[config.mk]
export PLATFORM = sky130hd
export DESIGN_NAME = de_pipe_stage_flat
export DESIGN_NICKNAME = d
export VERILOG_FILES = /design/src/rtl/de_pkg.sv /design/src/rtl/de_pipe_stage_if.sv /design/src/rtl/de_entry_reg.sv /design/src/rtl/de_pipe_stage.sv /design/src/flat_wrapper.sv
export SDC_FILE = /design/constraint.sdc
export NUM_CORES = 1
export LEC_CHECK = 0
export BUFFER_PORTS_ARGS = -buffer_cell sky130_fd_sc_hd__buf_4
export CAP_MARGIN = 20
export CELL_PAD_IN_SITES_DETAIL_PLACEMENT = 1
export CELL_PAD_IN_SITES_GLOBAL_PLACEMENT = 2
export CORE_ASPECT_RATIO = 0.7
export CORE_MARGIN = 2
export CORE_UTILIZATION = 36
export DETAILED_ROUTE_END_ITERATION = 12
export PLACE_DENSITY = 0.83
export SLEW_MARGIN = 30
export SYNTH_ARGS = -nofsm -noshare
export SYNTH_HDL_FRONTEND = slang
export SYNTH_SLANG_ARGS = --single-unit
[constraint.sdc]
create_clock -name clock -period 16.3 [get_ports clock]
set_input_delay 1.63 -clock clock [delete_from_list [all_inputs] [get_ports clock]]
set_output_delay 1.63 -clock clock [all_outputs]
set_load 0.01 [all_outputs]
[src/rtl/de_pkg.sv]
// ============================================================================
// Module : de_pkg
// Brief  : Shared control-bundle layout for the decode-to-execute stage.
// Rev    : 1.0
// ============================================================================
`default_nettype none

package de_pkg;

    localparam int DE_CTRL_W   = 16;

    localparam int REG_WRITE   = 0;
    localparam int ALU_SRC     = 1;
    localparam int MEM_WRITE   = 2;
    localparam int RESULT_SRC_LO = 3;
    localparam int RESULT_SRC_HI = 4;
    localparam int JUMP        = 5;
    localparam int BRANCH_LO   = 6;
    localparam int BRANCH_HI   = 8;
    localparam int ALU_CTRL_LO = 9;
    localparam int ALU_CTRL_HI = 12;
    localparam int ALU_SRC_A   = 13;
    localparam int PC_TGT_SRC  = 14;

    // Bit 15 is reserved and must stay zero.
    typedef struct packed {
        logic       rsvd;
        logic       pc_tgt_src;
        logic       alu_src_a;
        logic [3:0] alu_ctrl;
        logic [2:0] branch;
        logic       jump;
        logic [1:0] result_src;
        logic       mem_write;
        logic       alu_src;
        logic       reg_write;
    } de_ctrl_t;

endpackage

`default_nettype wire

[src/rtl/de_pipe_stage_if.sv]
// ============================================================================
// Module : de_pipe_stage_if
// Brief  : Decode-side and execute-side handshake/payload bundle of the stage.
// Rev    : 1.0
// ============================================================================
`default_nettype none

interface de_pipe_stage_if #(
    parameter int XLEN   = 32,
    parameter int CTRL_W = 16,
    parameter int RAW    = 5
);
    logic              in_valid;
    logic              in_ready;
    logic [CTRL_W-1:0] ctrl_d;
    logic [XLEN-1:0]   rd1_d;
    logic [XLEN-1:0]   rd2_d;
    logic [XLEN-1:0]   imm_d;
    logic [XLEN-1:0]   pc_d;
    logic [XLEN-1:0]   pcplus4_d;
    logic [RAW-1:0]    rs1_d;
    logic [RAW-1:0]    rs2_d;
    logic [RAW-1:0]    rd_d;
    logic              fwd_a;
    logic              fwd_b;
    logic [XLEN-1:0]   result_w;
    logic              flush;
    logic              out_valid;
    logic              out_ready;
    logic [CTRL_W-1:0] ctrl_e;
    logic [XLEN-1:0]   rd1_e;
    logic [XLEN-1:0]   rd2_e;
    logic [XLEN-1:0]   imm_e;
    logic [XLEN-1:0]   pc_e;
    logic [XLEN-1:0]   pcplus4_e;
    logic [RAW-1:0]    rs1_e;
    logic [RAW-1:0]    rs2_e;
    logic [RAW-1:0]    rd_e;

    // Driven by decode/hazard/execute environment.
    modport master (
        output in_valid, ctrl_d, rd1_d, rd2_d, imm_d, pc_d, pcplus4_d,
               rs1_d, rs2_d, rd_d, fwd_a, fwd_b, result_w, flush, out_ready,
        input  in_ready, out_valid, ctrl_e, rd1_e, rd2_e, imm_e, pc_e,
               pcplus4_e, rs1_e, rs2_e, rd_e
    );

    // The pipeline stage itself.
    modport slave (
        input  in_valid, ctrl_d, rd1_d, rd2_d, imm_d, pc_d, pcplus4_d,
               rs1_d, rs2_d, rd_d, fwd_a, fwd_b, result_w, flush, out_ready,
        output in_ready, out_valid, ctrl_e, rd1_e, rd2_e, imm_e, pc_e,
               pcplus4_e, rs1_e, rs2_e, rd_e
    );

endinterface

`default_nettype wire

[src/rtl/de_entry_reg.sv]
// ============================================================================
// Module : de_entry_reg
// Brief  : One payload+valid storage entry with load enable and sync clear.
// Rev    : 1.0
// ============================================================================
`default_nettype none

module de_entry_reg
    import de_pkg::*;
#(
    parameter int W = 8
) (
    input  wire logic         clock,
    input  wire logic         reset,
    input  wire logic         i_clr,
    input  wire logic         i_load,
    input  wire logic         i_valid_we,
    input  wire logic         i_valid_d,
    input  wire logic [W-1:0] i_data,
    output logic              o_valid,
    output logic [W-1:0]      o_data
);

    logic         r_valid;
    logic [W-1:0] r_data;

    // Clear (flush) dominates any valid update issued in the same cycle.
    always_ff @(posedge clock or posedge reset) begin
        if (reset) begin
            r_valid <= 1'b0;
        end else if (i_clr) begin
            r_valid <= 1'b0;
        end else if (i_valid_we) begin
            r_valid <= i_valid_d;
        end
    end

    // Payload only moves on a real load so stalls do not toggle the datapath.
    always_ff @(posedge clock or posedge reset) begin
        if (reset) begin
            r_data <= '0;
        end else if (i_load) begin
            r_data <= i_data;
        end
    end

    assign o_valid = r_valid;
    assign o_data  = r_data;

endmodule

`default_nettype wire

[src/rtl/de_pipe_stage.sv]
// ============================================================================
// Module : de_pipe_stage
// Brief  : Decode-to-execute stage with valid/ready, optional skid, flush.
// Rev    : 1.0
// ============================================================================
`default_nettype none

module de_pipe_stage
    import de_pkg::*;
#(
    parameter int XLEN   = 32,
    parameter int CTRL_W = 16,
    parameter int RAW    = 5,
    parameter int SKID   = 1
) (
    input  wire logic   clock,
    input  wire logic   reset,
    de_pipe_stage_if.slave bus
);

    localparam int PL_W = CTRL_W + 5 * XLEN + 3 * RAW;

    logic [XLEN-1:0]   w_op1;
    logic [XLEN-1:0]   w_op2;
    logic [PL_W-1:0]   w_in_pl;
    logic              w_in_ready;
    logic              w_acc_in;
    logic              w_m_free;
    logic              w_m_load;
    logic [PL_W-1:0]   w_m_d;
    logic              w_m_v;
    logic [PL_W-1:0]   w_m_pl;
    logic              w_s_v;
    logic [PL_W-1:0]   w_s_pl;
    logic [CTRL_W-1:0] w_m_ctrl;

    // Forwarding is resolved once, at acceptance; stored operands never re-forward.
    assign w_op1   = bus.fwd_a ? bus.result_w : bus.rd1_d;
    assign w_op2   = bus.fwd_b ? bus.result_w : bus.rd2_d;
    assign w_in_pl = {bus.ctrl_d, w_op1, w_op2, bus.imm_d, bus.pc_d,
                      bus.pcplus4_d, bus.rs1_d, bus.rs2_d, bus.rd_d};

    assign w_acc_in = bus.in_valid & w_in_ready;
    assign w_m_free = ~w_m_v | bus.out_ready;
    assign w_m_load = ~bus.flush & w_m_free & (w_s_v | w_acc_in);
    assign w_m_d    = w_s_v ? w_s_pl : w_in_pl;

    de_entry_reg #(.W(PL_W)) u_main (
        .clock      (clock),
        .reset      (reset),
        .i_clr      (bus.flush),
        .i_load     (w_m_load),
        .i_valid_we (w_m_free),
        .i_valid_d  (w_s_v | w_acc_in),
        .i_data     (w_m_d),
        .o_valid    (w_m_v),
        .o_data     (w_m_pl)
    );

    generate
        if (SKID != 0) begin : g_skid
            logic w_s_load;

            // Skid catches the word that arrives while M is stalled.
            assign w_s_load   = ~bus.flush & w_m_v & ~bus.out_ready & w_acc_in;
            assign w_in_ready = ~w_s_v;

            de_entry_reg #(.W(PL_W)) u_skid (
                .clock      (clock),
                .reset      (reset),
                .i_clr      (bus.flush),
                .i_load     (w_s_load),
                .i_valid_we (w_s_load | (w_m_free & w_s_v)),
                .i_valid_d  (w_s_load),
                .i_data     (w_in_pl),
                .o_valid    (w_s_v),
                .o_data     (w_s_pl)
            );
        end else begin : g_no_skid
            assign w_s_v      = 1'b0;
            assign w_s_pl     = '0;
            assign w_in_ready = w_m_free;
        end
    endgenerate

    assign {w_m_ctrl, bus.rd1_e, bus.rd2_e, bus.imm_e, bus.pc_e, bus.pcplus4_e,
            bus.rs1_e, bus.rs2_e, bus.rd_e} = w_m_pl;

    // Bubbles must never carry RegWrite/MemWrite/Jump/Branch into execute.
    assign bus.ctrl_e    = w_m_v ? w_m_ctrl : '0;
    assign bus.out_valid = w_m_v;
    assign bus.in_ready  = w_in_ready;

endmodule

`default_nettype wire

[src/flat_wrapper.sv]
// flat-port wrapper written by rule: the top's interface ports become plain ports
module de_pipe_stage_flat import de_pkg::*;
#(
    parameter int XLEN   = 32,
    parameter int CTRL_W = 16,
    parameter int RAW    = 5,
    parameter int SKID   = 1
)
  (clock, reset, bus_in_valid, bus_ctrl_d, bus_rd1_d, bus_rd2_d, bus_imm_d, bus_pc_d, bus_pcplus4_d, bus_rs1_d, bus_rs2_d, bus_rd_d, bus_fwd_a, bus_fwd_b, bus_result_w, bus_flush, bus_out_ready, bus_in_ready, bus_out_valid, bus_ctrl_e, bus_rd1_e, bus_rd2_e, bus_imm_e, bus_pc_e, bus_pcplus4_e, bus_rs1_e, bus_rs2_e, bus_rd_e);
  de_pipe_stage_if #(.XLEN(XLEN), .CTRL_W(CTRL_W), .RAW(RAW)) bus_i ();
  input  wire logic clock;
  input  wire logic reset;
  input wire logic [$bits(bus_i.in_valid)-1:0] bus_in_valid;
  input wire logic [$bits(bus_i.ctrl_d)-1:0] bus_ctrl_d;
  input wire logic [$bits(bus_i.rd1_d)-1:0] bus_rd1_d;
  input wire logic [$bits(bus_i.rd2_d)-1:0] bus_rd2_d;
  input wire logic [$bits(bus_i.imm_d)-1:0] bus_imm_d;
  input wire logic [$bits(bus_i.pc_d)-1:0] bus_pc_d;
  input wire logic [$bits(bus_i.pcplus4_d)-1:0] bus_pcplus4_d;
  input wire logic [$bits(bus_i.rs1_d)-1:0] bus_rs1_d;
  input wire logic [$bits(bus_i.rs2_d)-1:0] bus_rs2_d;
  input wire logic [$bits(bus_i.rd_d)-1:0] bus_rd_d;
  input wire logic [$bits(bus_i.fwd_a)-1:0] bus_fwd_a;
  input wire logic [$bits(bus_i.fwd_b)-1:0] bus_fwd_b;
  input wire logic [$bits(bus_i.result_w)-1:0] bus_result_w;
  input wire logic [$bits(bus_i.flush)-1:0] bus_flush;
  input wire logic [$bits(bus_i.out_ready)-1:0] bus_out_ready;
  output wire logic [$bits(bus_i.in_ready)-1:0] bus_in_ready;
  output wire logic [$bits(bus_i.out_valid)-1:0] bus_out_valid;
  output wire logic [$bits(bus_i.ctrl_e)-1:0] bus_ctrl_e;
  output wire logic [$bits(bus_i.rd1_e)-1:0] bus_rd1_e;
  output wire logic [$bits(bus_i.rd2_e)-1:0] bus_rd2_e;
  output wire logic [$bits(bus_i.imm_e)-1:0] bus_imm_e;
  output wire logic [$bits(bus_i.pc_e)-1:0] bus_pc_e;
  output wire logic [$bits(bus_i.pcplus4_e)-1:0] bus_pcplus4_e;
  output wire logic [$bits(bus_i.rs1_e)-1:0] bus_rs1_e;
  output wire logic [$bits(bus_i.rs2_e)-1:0] bus_rs2_e;
  output wire logic [$bits(bus_i.rd_e)-1:0] bus_rd_e;
  assign bus_i.in_valid = bus_in_valid;
  assign bus_i.ctrl_d = bus_ctrl_d;
  assign bus_i.rd1_d = bus_rd1_d;
  assign bus_i.rd2_d = bus_rd2_d;
  assign bus_i.imm_d = bus_imm_d;
  assign bus_i.pc_d = bus_pc_d;
  assign bus_i.pcplus4_d = bus_pcplus4_d;
  assign bus_i.rs1_d = bus_rs1_d;
  assign bus_i.rs2_d = bus_rs2_d;
  assign bus_i.rd_d = bus_rd_d;
  assign bus_i.fwd_a = bus_fwd_a;
  assign bus_i.fwd_b = bus_fwd_b;
  assign bus_i.result_w = bus_result_w;
  assign bus_i.flush = bus_flush;
  assign bus_i.out_ready = bus_out_ready;
  assign bus_in_ready = bus_i.in_ready;
  assign bus_out_valid = bus_i.out_valid;
  assign bus_ctrl_e = bus_i.ctrl_e;
  assign bus_rd1_e = bus_i.rd1_e;
  assign bus_rd2_e = bus_i.rd2_e;
  assign bus_imm_e = bus_i.imm_e;
  assign bus_pc_e = bus_i.pc_e;
  assign bus_pcplus4_e = bus_i.pcplus4_e;
  assign bus_rs1_e = bus_i.rs1_e;
  assign bus_rs2_e = bus_i.rs2_e;
  assign bus_rd_e = bus_i.rd_e;
  de_pipe_stage #(.XLEN(XLEN), .CTRL_W(CTRL_W), .RAW(RAW), .SKID(SKID)) u_core (.clock(clock), .reset(reset), .bus(bus_i));
endmodule
# == Word level (Yosys, flattened, before mapping) ==
# Cells that the tools add are included.
# W data, S select, Z words.
# word_totals
regBits,384
latchBits,0
ram_bits,0
romBits,0
inputBits,230
output_inout_bits,193
wordCells,28
memories,0
# op_classes
n_addsub,0
multipliers,0
div,0
magnitude_cmp,0
n_eq_ne,0
shift,0
mux,8
n_bitwise,14
reduce_logical,2
# ops
operator,n
$mux W191,1
$mux W32,2
$mux W16,1
$and A1 B1 Y1,7
$mux W1,4
$not A1 Y1,4
$reduce_bool A2 Y1,2
$or A1 B1 Y1,3

# == Logic depth before layout (Yosys ltp) ==
# Gate-level depths: netlist of run 1.
# depth
word_depth,7
mapped_depth,6

# == Cells and area by module ==
# A second synthesis of run 1 with hierarchy kept.
# unflattened
hier_cells,1124
hier_area_um2,18278.8
# by_module_without_submodules
mod,instances,cells_per_inst,area_each_um2,seq_area_each_um2
de_entry_reg,2,407,7257.0,4804.6
de_pipe_stage,1,310,3764.9,0.0

# == Least setup slack after synthesis of run 1 ==
# OpenSTA, ideal clock, no wires.
# synth_timing
kind,in2reg
start,in bus_fwd_b
end,"reg u_core.g_skid.u_skid.r_data[111], in the netlist u_core.g_skid.u_skid.o_data[111]"
setup_ps,125
arrival_time_ps,2621
required_time_ps,16175
path_slack_ps,13554
path_stages,4
path_buffers,2
cell_sequence,clkbuf_1 buf_2 mux2_2 mux2_4
# synth_via
elab_chain_cells,1
# synth_lines
element,line,source
from (decl),flat_wrapper.sv:24,input wire logic [$bits(bus_i.fwd_b)-1:0] bus_fwd_b;
$mux W32,de_pipe_stage.sv:39,assign w_op2 = bus.fwd_b ? bus.result_w : bus.rd2_d;
to (signal assigned),de_entry_reg.sv:43,r_data <= i_data;
to (decl),de_entry_reg.sv:25,logic [W-1:0] r_data;
# Every way passes these cells.
# A chain may end at the register's enable or synchronous reset.

# == Worst setup path after layout of run 1 ==
# layout_timing
start,"reg u_core.g_skid.u_skid.r_valid, in the netlist u_core.g_skid.u_skid.o_valid"
end,out bus_in_ready
# layout_via
elab_chain_cells,1
# layout_lines
element,line,source
from (decl),de_entry_reg.sv:24,logic r_valid;
from (signal assigned),de_entry_reg.sv:34,r_valid <= i_valid_d;
$not A1 Y1,de_pipe_stage.sv:66,assign w_in_ready = ~w_s_v;
to (decl),flat_wrapper.sv:28,output wire logic [$bits(bus_i.in_ready)-1:0] bus_in_ready;
# Every way passes these cells.

==> qor.yml, run 1 <==
crit_fanout: 48
finish.utilization_pct: 43.60
ys_warn_count: 0
ir_worst_vdd_mv: 0.06219
switching_power_uw: 779.7
core_mm2: 0.05238
required_ns: 14.67
cellPowerDensity_mw_per_mm2: 125.0
fmax_mhz: 238.9
startpoint_type: "flip-flop"
dieWidth_um: 279.7
p_int_uw: 2074
crit_end: "bus_in_ready"
slowest_stage: "dfrtp_4"
yosysUniqueCellTypes: 20
p_leak_uw: 0.01108
syn_area_per_cell_um2: 12.53
r2r-start: "u_core.g_skid.u_skid.o_valid"
first_pass_iters: 4
r2r-end: "u_core.u_main.o_data[3]"
cts_made_buffers: 42
drtAntennaViolNets: 0
ys_seq_elements: 384
outcome: "finished, final reports clean"
cts-root-buf: "clkbuf_16"
reg2regPathDepth: 5
hpwl_mm: 34.30
p_comb_share_pct: 21.2
wl_per_cell_um: 21.88
cts_setup_buffers: 0
final_cell_mix: "431 x buf_4, 383 x dfrtp_1, 191 x mux2i_1, 191 x o21ai_0, 191 x o21ai_1"
setup_viol: 0
worst_pin_slew_ns: 0.9392
drt_iter0_markers: 670
routabilityCongestion: 0.7567
place_area_mm2: 0.02139
seq_power_share_pct: 44.8
maxSlewHeadroom_pct: 37.38
antenna_found_initial: 2
worstPathCellList: "clkinv_2 -> buf_4"
arrival_ns: 2.56
io_buffers: 422
hold_viol: 0
holdCritPathClass: "flip-flop to flip-flop"
netlist_instances: 1529
dieArea_mm2: 0.05510
final_common_cell: "buf_4"
critPathMaxStageDelay_ns: 1.02
setup_tns_ns: 0
via_per_inst: 5.101
seq_area_mm2: 0.009613
cp-startpoint: "u_core.g_skid.u_skid.o_valid"
timing.final.crit_period_ns: 4.186
clkTransAtPathRegs_ns: 0.06
totalWireLength_mm: 53.36
num_io_pins: 423
clock_tree.buffer_depth: 3
grt_first_pass_wirelength_mm: 82.10
synth_sequential_area_ratio_pct: 50.17
drive_gt1_share_pct: 43.56
fp.dieH_um: 197.0
power_frac_clock_pct: 33.9
swShare_pct: 27.32
slew_violations: 0
vias: 12442
post_cts_resized: 0
finalInstanceArea_mm2: 0.02284
grt_max_degree: 118
ctsHtreeMaxLevel: 2
p_total_uw: 2854
areaGrowthSynthToFinish_pct: 19.22
synth_nets: 1759
worstSetupPathType: "flip-flop to output pin"
period_share_pct: 25.68
worst_clock_skew_ns: 0.02214
cts_tree: "done"
start_util_pct: 36.57
cts_hold_buffers: 0
cp-end-kind: "output pin"
overflow: 0
cts_sinks: 384
grt_pass1_vias: 13632
clkLatencyLatePin_ns: 0.57
synth_area_mm2: 0.01915
r2r_slack_ns: 12.66
n_fill_cell: 5504
multi_input_area_mm2: 0.007591
num_rows: 70
grtUsageTotal_pct: 18.92
drc: 0
nets: 1952
rsz0062_at_grt: "false"
max_cap_violations: 0
==> cells in the mapped netlist, drive strengths merged <==
cell type	instances	area, µm²
o21bai	1	11.26
a21oi	1	5.000
buf	249	1818
clkbuf	41	153.9
inv	2	7.500
o21ai	382	1912
mux2i	191	1912
mux2	255	3585
and2	16	100.1
nand2b	2	12.51
nand3	1	10.01
dfrtp	384	9609
nor2	3	11.26
and2b	1	7.510
==> power by group through the flow <==
stage	logic, µW	clock network [µW]	registers (µW)
final	606	968	1280
after global routing	657	1040	1300
after CTS	614	1000	1280
after detailed placement	613	0	1290
after global placement	589	0	1280
after floorplan	472	0	1250
==> sequential cells by signal, indices dropped and copies added, names as in the netlist <==
register	count
u_core.u_main.o_valid	1
u_core.g_skid.u_skid.o_valid	1
u_core.u_main.o_data	191
u_core.g_skid.u_skid.o_data	191
==> routing by layer <==
metal	global-route usage, %	vias up	part of all wire [%]
met5	0	-	0.024
met4	4.555	2	1.7
met3	4.682	69	5.9
met2	29.57	310	47
met1	26.40	6473	46
li1	-	5588	-
==> area by class of cell <==
type                       count  share of cell area [%]
clock buffer                  65                   5.463
antenna                        1                 0.01096
sequential                   384                   42.10
timing repair buffer         439                   14.78
inverter                       2                 0.07123
tap                          684                   3.748
clock inverter                11                  0.5863
multi-input combinational    853                   33.24
==> critical path, delay by kind of cell (launching register included) <==
family / cells / cell delay (ns)
buffers and inverters: 2 / 0.96
DFF: 1 / 1.02
==> per-stage QoR <==
step / setup slack [ns] / instances / hold WS, ns
after floorplan: 3.999 / 1529 / 0.4640
after global placement: 11.57 / 2359 / 0.4753
after detailed placement: 11.71 / 2360 / 0.4934
after CTS: 12.02 / 2436 / 0.5109
after global routing: 11.93 / 2439 / 0.5204
final: 12.11 / 2439 / 0.5063
==> worst min path at each step <==
| stage | from | end | slack [ns] | cells after the start |
|---|---|---|---|---|
| floorplan | u_core.g_skid.u_skid.o_data[189] | u_core.g_skid.u_skid.o_data[189] | 0.46 | 1 |
| global placement | u_core.g_skid.u_skid.o_data[189] | u_core.g_skid.u_skid.o_data[189] | 0.48 | 1 |
| detailed placement | u_core.g_skid.u_skid.o_data[166] | u_core.g_skid.u_skid.o_data[166] | 0.49 | 1 |
| CTS | u_core.u_main.o_data[190] | u_core.u_main.o_data[190] | 0.51 | 2 |
| global route | u_core.g_skid.u_skid.o_data[15] | u_core.g_skid.u_skid.o_data[15] | 0.52 | 1 |
| finish | u_core.u_main.o_data[190] | u_core.u_main.o_data[190] | 0.51 | 2 |
==> cells by family (layout without fill, tap and decap cells) <==
logic type             Yosys count  count (layout)  share of synthesized area, %
AOI/OAI and AO/OA              384             384                         10.07
buffers and inverters          292             517                         10.33
DFF                            384             384                         50.17
muxes                          446             446                         28.70
other                            0               1                             0
and+or+nand+nor                 23              23                        0.7382
No activity file was read; power rests on OpenSTA's default activity.
==> run 2, diff against run 1 <==
==> constraint.sdc (replaced) <==
create_clock -name clock -period 4 [get_ports clock]
set_input_delay 0.4 -clock clock [delete_from_list [all_inputs] [get_ports clock]]
set_output_delay 0.4 -clock clock [all_outputs]
set_load 0.01 [all_outputs]
==> run 2 against run 1 <==
Compared with the run above: clock power increased to 4.2 times the previous value; critical path type unchanged; largest power group unchanged; worst setup slack lost 11 ns; total power increased to 4.1 times the previous value; via count is essentially flat.
==> qor.yml, run 2 (synthesis results as in run 1) <==
grt_max_degree: 193
grt_first_pass_wirelength_mm: 82.20
final_common_cell: "buf_4"
fmax_mhz: 398.1
cp-end-kind: "output pin"
period_share_pct: 62.80
slew_violations: 0
clkTransAtPathRegs_ns: 0.06
reg2regPathDepth: 4
hp-start: "bus_flush"
post_cts_resized: 0
start_util_pct: 36.57
hold_path_depth: 2
post-place-cells: 2366
worst_pin_slew_ns: 1.195
holdCritPathClass: "input pin to flip-flop"
nets: 1956
routabilityCongestion: 0.7707
num_rows: 70
required_ns: 3.60
num_io_pins: 423
core_mm2: 0.05238
outcome: "finished, final reports clean"
crit_fanout: 41
grt_pass1_vias: 13575
first_pass_iters: 4
dieWidth_um: 279.7
worstSetupPathType: "flip-flop to output pin"
areaGrowthSynthToFinish_pct: 19.88
startpoint_type: "flip-flop"
drive_gt1_share_pct: 43.79
max_cap_violations: 0
p_leak_uw: 0.01113
r2r-start: "u_core.u_main.o_valid"
hold_end: "u_core.u_main.o_valid"
rsz0062_at_grt: "false"
r2r-end: "u_core.g_skid.u_skid.o_data[37]"
maxSlewHeadroom_pct: 20.31
fp.dieH_um: 197.0
overflow: 0
cts_made_buffers: 41
setup_viol: 0
io_buffers: 422
antenna_found_initial: 0
dieArea_mm2: 0.05510
arrival_ns: 2.11
grtUsageTotal_pct: 18.97
drtAntennaViolNets: 0
fin_cells: 2439
worst_clock_skew_ns: 0.009627
hold_ws_ns: 0.03765
cts_sinks: 384
drc: 0
drt_iter0_markers: 508
ir_worst_vdd_mv: 0.2097
cts_setup_buffers: 0
cts-root-buf: "clkbuf_16"
via_per_inst: 5.098
clock_tree.buffer_depth: 3
totalWireLength_mm: 53.20
hpwl_mm: 34.17
finish.utilization_pct: 43.84
vias: 12433
wl_per_cell_um: 21.81
clkLatencyLatePin_ns: 0.55
final_cell_mix: "431 x buf_4, 383 x dfrtp_1, 191 x mux2i_1, 191 x o21ai_0, 191 x o21ai_1"
ctsHtreeMaxLevel: 2
cellPowerDensity_mw_per_mm2: 509.8
timing.final.crit_period_ns: 2.512
cts_tree: "done"
r2r_slack_ns: 1.58
hold_viol: 0
cts_hold_buffers: 1
-- run 2: changes by cell type in the layout (fill, tap and decap cells not counted), moves of 2 or more --
cell	previous run	this run
buf_12	2	12
buf_16	2	0
buf_6	4	0
bufinv_16	2	6
clkbuf_1	12	7
clkbuf_8	11	8
clkinvlp_4	1	3
inv_6	2	0
-- run 2: power by group --
group | total [µW] | internal (µW) | switching (µW)
registers | 5210 | 4710 | 494
clock network | 4020 | 2420 | 1600
logic | 2480 | 1460 | 1020
-- run 2: stage by stage --
| stage | power [µW] | worst slack (ns) | instance area [µm²] | setup TNS (ns) |
|---|---|---|---|---|
| CTS | 11880 | 1.412 | 22960 | 0 |
| detailed placement | 7755 | 1.598 | 21550 | 0 |
| global placement | 7634 | 1.638 | 21550 | 0 |
| floorplan | 7006 | -1.562 | 19160 | -599.80 |
| global route | 12300 | 1.373 | 22960 | 0 |
| finish | 11710 | 1.488 | 22960 | 0 |
-- run 2: worst max-delay path by stage --
| stage | start | end | cells past startpoint |
|---|---|---|---|
| 2_1_floorplan | reset | u_core.g_skid.u_skid.o_data[0] | 1 |
| 3_3_place_gp | u_core.g_skid.u_skid.o_valid | u_core.g_skid.u_skid.o_data[32] | 4 |
| 3_5_place_dp | u_core.u_main.o_valid | u_core.g_skid.u_skid.o_data[27] | 4 |
| 6_report | u_core.g_skid.u_skid.o_valid | bus_in_ready | 2 |
| 4_1_cts | u_core.g_skid.u_skid.o_valid | bus_in_ready | 2 |
| 5_1_grt | u_core.g_skid.u_skid.o_valid | bus_in_ready | 2 |
-- run 2: metal layers --
metal,routed length [µm],global-route usage [%],up-vias
met4,1030,4.793,0
met3,3072,4.576,68
met1,24530,26.44,6470
met5,0,0,-
li1,-,-,5598
met2,24560,29.68,297
-- run 2: area by class of cell --
type                            count  area, µm²
Antenna cell                        1      2.502
Clock buffer                       56       1162
Clock inverter                     15      237.7
Fill cell                        5528      29410
Inverter                            2      13.76
Multi-Input combinational cell    853       7591
Sequential cell                   384       9613
Tap cell                          684      855.8
Timing Repair Buffer              444       3486
-- run 2: critical path: stages (launching register included) --
cell and delay (ns):
dfrtp_4 0.67, inv_4 0.62, buf_4 0.25
